[src/rtl/datapath.sv]
// Datapath: 16x16 register file, 8-op ALU with registered Z/N/C flags, 256x16 read-first data memory.
// Optional macro DP_BYPASS_EN adds same-cycle write-through on both register-file read ports.
module datapath (
  input  logic        Clk,
  input  logic        Reset,
  input  logic [7:0]  D_Addr,
  input  logic        D_wr,
  input  logic        RF_s,
  input  logic [3:0]  RF_W_Addr,
  input  logic        RF_W_en,
  input  logic [3:0]  RF_Ra_Addr,
  input  logic [3:0]  RF_Rb_Addr,
  input  logic [2:0]  ALU_s0,
  output logic [15:0] ALU_A,
  output logic [15:0] ALU_B,
  output logic [15:0] ALU_Out,
  output logic [15:0] R_data,
  output logic        Flag_Z,
  output logic        Flag_N,
  output logic        Flag_C
);

  localparam int unsigned DW        = 16;
  localparam int unsigned RF_DEPTH  = 16;
  localparam int unsigned MEM_DEPTH = 256;

  localparam logic [2:0] OP_ADD = 3'd1;
  localparam logic [2:0] OP_SUB = 3'd2;
  localparam logic [2:0] OP_PSA = 3'd3;
  localparam logic [2:0] OP_XOR = 3'd4;
  localparam logic [2:0] OP_OR  = 3'd5;
  localparam logic [2:0] OP_AND = 3'd6;
  localparam logic [2:0] OP_INC = 3'd7;

  logic [DW-1:0] r_rf  [RF_DEPTH];
  logic [DW-1:0] r_mem [MEM_DEPTH];
  logic [DW-1:0] r_rdata;
  logic          r_z;
  logic          r_n;
  logic          r_c;

  logic [DW-1:0] w_rf_a;
  logic [DW-1:0] w_rf_b;
  logic [DW:0]   w_sum;
  logic [DW:0]   w_inc;
  logic [DW-1:0] w_alu_out;
  logic          w_alu_c;
  logic [DW-1:0] w_wdata;

  assign w_rf_a = r_rf[RF_Ra_Addr];
  assign w_rf_b = r_rf[RF_Rb_Addr];

  assign w_sum = {1'b0, w_rf_a} + {1'b0, w_rf_b};
  assign w_inc = {1'b0, w_rf_a} + (DW+1)'(1);

  // ALU works on the raw array reads so that write-through cannot form a loop.
  always_comb begin
    w_alu_out = '0;
    w_alu_c   = 1'b0;
    case (ALU_s0)
      OP_ADD: begin
        w_alu_out = w_sum[DW-1:0];
        w_alu_c   = w_sum[DW];
      end
      OP_SUB: begin
        w_alu_out = w_rf_a - w_rf_b;
        w_alu_c   = (w_rf_a < w_rf_b);
      end
      OP_PSA: w_alu_out = w_rf_a;
      OP_XOR: w_alu_out = w_rf_a ^ w_rf_b;
      OP_OR:  w_alu_out = w_rf_a | w_rf_b;
      OP_AND: w_alu_out = w_rf_a & w_rf_b;
      OP_INC: begin
        w_alu_out = w_inc[DW-1:0];
        w_alu_c   = w_inc[DW];
      end
      default: w_alu_out = '0;
    endcase
  end

  assign w_wdata = RF_s ? r_rdata : w_alu_out;

`ifdef DP_BYPASS_EN
  assign ALU_A = (RF_W_en && !Reset && (RF_Ra_Addr == RF_W_Addr)) ? w_wdata : w_rf_a;
  assign ALU_B = (RF_W_en && !Reset && (RF_Rb_Addr == RF_W_Addr)) ? w_wdata : w_rf_b;
`else
  assign ALU_A = w_rf_a;
  assign ALU_B = w_rf_b;
`endif

  assign ALU_Out = w_alu_out;
  assign R_data  = r_rdata;
  assign Flag_Z  = r_z;
  assign Flag_N  = r_n;
  assign Flag_C  = r_c;

  // Register file: reset clears every entry and blocks the write.
  always_ff @(posedge Clk) begin
    if (Reset) begin
      for (int unsigned i = 0; i < RF_DEPTH; i++) begin
        r_rf[i] <= '0;
      end
    end else if (RF_W_en) begin
      r_rf[RF_W_Addr] <= w_wdata;
    end
  end

  // Data memory array: contents survive reset.
  always_ff @(posedge Clk) begin
    if (D_wr && !Reset) begin
      r_mem[D_Addr] <= ALU_A;
    end
  end

  // Read-first registered read port.
  always_ff @(posedge Clk) begin
    if (Reset) begin
      r_rdata <= '0;
    end else begin
      r_rdata <= r_mem[D_Addr];
    end
  end

  // Flags track only ALU results that are written back.
  always_ff @(posedge Clk) begin
    if (Reset) begin
      r_z <= 1'b0;
      r_n <= 1'b0;
      r_c <= 1'b0;
    end else if (RF_W_en && !RF_s) begin
      r_z <= (w_alu_out == '0);
      r_n <= w_alu_out[DW-1];
      r_c <= w_alu_c;
    end
  end

endmodule

[config.mk]
export PLATFORM = sky130hd
export DESIGN_NAME = datapath
export DESIGN_NICKNAME = d
export VERILOG_FILES = /design/src/rtl/datapath.sv
export SDC_FILE = /design/constraint.sdc
export NUM_CORES = 2
export LEC_CHECK = 0
export BUFFER_PORTS_ARGS = -buffer_cell sky130_fd_sc_hd__buf_4
export CAP_MARGIN = 0
export CELL_PAD_IN_SITES_DETAIL_PLACEMENT = 1
export CELL_PAD_IN_SITES_GLOBAL_PLACEMENT = 1
export CORE_ASPECT_RATIO = 1.5
export CORE_UTILIZATION = 55
export CTS_BUF_LIST = sky130_fd_sc_hd__clkbuf_8
export CTS_CLUSTER_SIZE = 8
export DETAILED_ROUTE_END_ITERATION = 7
export PLACE_DENSITY_LB_ADDON = 0.1
export SKIP_CTS_REPAIR_TIMING = 1
export SYNTH_ARGS = -nofsm -noshare
export SYNTH_HDL_FRONTEND = slang
export SYNTH_MEMORY_MAX_BITS = 65536
export SYNTH_SLANG_ARGS = --single-unit
[constraint.sdc]
create_clock -name Clk -period 25.3 [get_ports Clk]
set_input_delay 2.53 -clock Clk [delete_from_list [all_inputs] [get_ports Clk]]
set_output_delay 2.53 -clock Clk [all_outputs]
set_load 0.05 [all_outputs]
==> metrics.txt <==
Core ar.=0.3137 sq mm; # fillers=25.35k; share of cells above drive strength 1=34.04%; initial DRC count=10.22k; Synth Area per Inst=22.90 sq um; P&R area growth vs syn=10.57%; CTS Sinks=4371; root buffer cell=clkbuf_8; WP data arrival=8.78 ns; final hold violation count=0; Ports=95; MaxCap Viol Count=0; Seq/Total Area, Yosys=75.69%; initial antenna violation count=25; detailed-route via count=85.38k; cell leakage power=60.53 nW; ys async rst share=0%; Slew @ Worst Pin=1.439 ns; vias in the first global route=89.62k; worst setup margin=13.99 ns; global route overflow=0; crit end category=primary output; DP HPWL=300.0 mm; critical path peak fanout=86; synthesized flop and latch total=4371; die area=0.3171 sq mm; DRC viols=0; Worst VDD drop=0.00005528 V; Mapped Cells=7562; htree depth=6; buffers added on ports=94; final wirelength=494.3 mm; first-pass GRT wire length=688.4 mm; Sequential Area=0.1311 sq mm; CTS tree=built; Final Critical Period=11.31 ns; TNS Setup=0 ns; Worst-Skew Late Latency=1.14 ns; final setup vio count=0; final max-slew violation count=0; Cell Pwr Density=75.39 mW/mm^2; Period Utilization, post-route=44.72%; GRT Total Usage=31.47%; largest net degree at the start of global routing=203; Net Count, Synth=7643; R2R depth=14; Starting Density=55.19%; Critical Path RT=22.77 ns; deepest clock path buffer count=4; drt wl/cell=38.77 um; Most used DFF post-synth=edfxtp_1; yosys warns=0; dpl ws=14.09 ns; routability cong.=0.8871; drt first pass iters=5; number of synthesized flops with an enable pin=4352; Num CTS Buffers=655; die span in x=460.1 um; Slew headroom=4.039%; Cell variety after synth=85; Nets=8343; FP Rows=252; Fmax=0.08839 GHz; kind of critical path=in -> out; Worst-path clk slew=0.07 ns; CP Launch Type=input port; area used by multi-input combinational logic=0.04041 sq mm; unrepaired setup endpoints after global routing=no; Post-Synthesis Cell Area=0.1732 sq mm; Final ANT Viol Nets=0; die height=689.2 um; Hold Path Class=reg -> reg; clk_skew=0.09492 ns; vias per inst=6.697; Hold Path Stages=2; status=finished clean
critical path, stage by stage:
cell and delay [ns]:
buf_4 0.46, nor2b_1 1.02, a22oi_1 0.26, nand2_4 0.54, buf_4 0.77, inv_1 0.22, ha_1 0.48, a21oi_1 0.18
a21oi_1 0.11, a211o_1 0.27, a31oi_1 0.26, a21oi_1 0.18, a31oi_1 0.27, a221oi_1 0.18, o21ai_2 0.35, buf_4 0.26
through the flow:
stage | hold WS [ns] | instance area (sq um) | power [W] | utilization [%] | cells
2_1_floorplan | 0.7104 | 173200 | 0.009091 | - | 7562
3_3_place_gp | 0.4910 | 181000 | 0.009523 | 57.68 | 11800
3_5_place_dp | 0.4902 | 181000 | 0.009560 | 57.68 | 11800
4_1_cts | 0.5151 | 191400 | 0.01453 | 61.01 | 12730
5_1_grt | 0.5414 | 191400 | 0.01481 | 61.02 | 12730
6_report | 0.5043 | 191500 | 0.01443 | 61.03 | 12750
layout make-up:
| class | count | area share (%) |
|---|---|---|
| clock buffers | 672 | 4.831 |
| well taps | 4191 | 2.739 |
| flip-flops and latches | 4371 | 68.46 |
| multi-input cells | 2676 | 21.11 |
| repair buffers | 503 | 2.086 |
| inverters | 55 | 0.1242 |
| clock inverters | 263 | 0.6339 |
| diodes | 19 | 0.02483 |
power breakdown:
group / total [W] / switching (W) / internal, W / leakage [nW]
combinational: 0.00124 / 0.000860 / 0.000375 / 14.6
sequential: 0.00817 / 0.0000229 / 0.00815 / 40.0
clock: 0.00503 / 0.00260 / 0.00243 / 5.96
flip-flops by register name, indices dropped and copies added (netlist names):
| register | cells |
|---|---|
| r_mem | 4096 |
| R_data | 16 |
| r_rf | 256 |
| Flag_N | 1 |
| Flag_Z | 1 |
| Flag_C | 1 |
per-layer routing:
metal	vias to the layer above	track usage, %	share of wire [%]
met2	4209	54.63	52
met1	46830	39.28	36
met5	-	0	0.017
met4	12	13.44	4.6
li1	33430	-	-
met3	897	5.166	7.3
cell usage after synthesis (5+ instances only):
library cell	n	area (sq um)
or3_1	6	37.54
mux4_1	5	131.4
nor4_1	8	50.05
buf_2	119	595.6
a2111oi_0	6	52.55
a221oi_1	8	70.07
nand2_1	93	349.1
o221ai_1	5	43.79
a22oi_1	23	172.7
nor2_1	544	2042
clkbuf_1	249	934.7
dfxtp_1	19	380.4
nand2b_1	26	162.7
edfxtp_1	4352	130700
inv_1	53	198.9
o22ai_1	17	106.4
nor2b_1	42	262.8
a31oi_1	13	81.33
a22o_1	8	70.07
a21oi_1	28	140.1
o221a_2	6	67.56
buf_4	12	90.09
a211oi_1	6	45.04
a221o_1	6	60.06
a32oi_1	6	52.55
mux4_2	1462	32930
and2_1	8	50.05
mux2i_1	50	500.5
o21ai_0	15	75.07
ha_1	51	638.1
nand4_1	9	56.30
buf_6	9	101.4
xnor2_1	12	105.1
nand3_1	66	330.3
o21bai_1	5	37.54
buf_1	69	259.0
mux2_2	10	112.6
a21o_1	11	82.58
nor3_1	40	200.2
cells in the final DEF (no fill, tap or decap), types with 51 or more instances in the layout:
master and n:
buf_4 485, nor2_1 392, edfxtp_1 4352, ha_1 51
clkbuf_8 672, nand3_1 58, inv_1 224, nand2_1 77
nor2_2 152, mux4_2 1459
logic make-up (layout without fill, tap and decap cells):
family | after synthesis | count (layout) | synth area share [%]
XOR/XNOR | 12 | 12 | 0.06070
buffers and inverters | 515 | 1493 | 1.281
other | 0 | 19 | 0
multiplexers | 1531 | 1531 | 19.48
flip-flops | 4371 | 4371 | 75.69
AND/OR/NAND/NOR | 862 | 862 | 2.137
AO/OA/AOI/OAI | 218 | 218 | 0.9524
adder cells (fa/ha/maj) | 53 | 53 | 0.3916
final timing paths:
check	slack, ns	end	startpoint
worst max-delay path	13.99	ALU_Out[15]	RF_Ra_Addr[2]
worst min-delay path	0.50	Flag_N	Flag_N
worst max register to register	18.83	r_rf[12][15]	r_rf[10][1]
worst min register to register	0.50	Flag_N	Flag_N
Note: power is estimated with default switching activity, not from simulation.
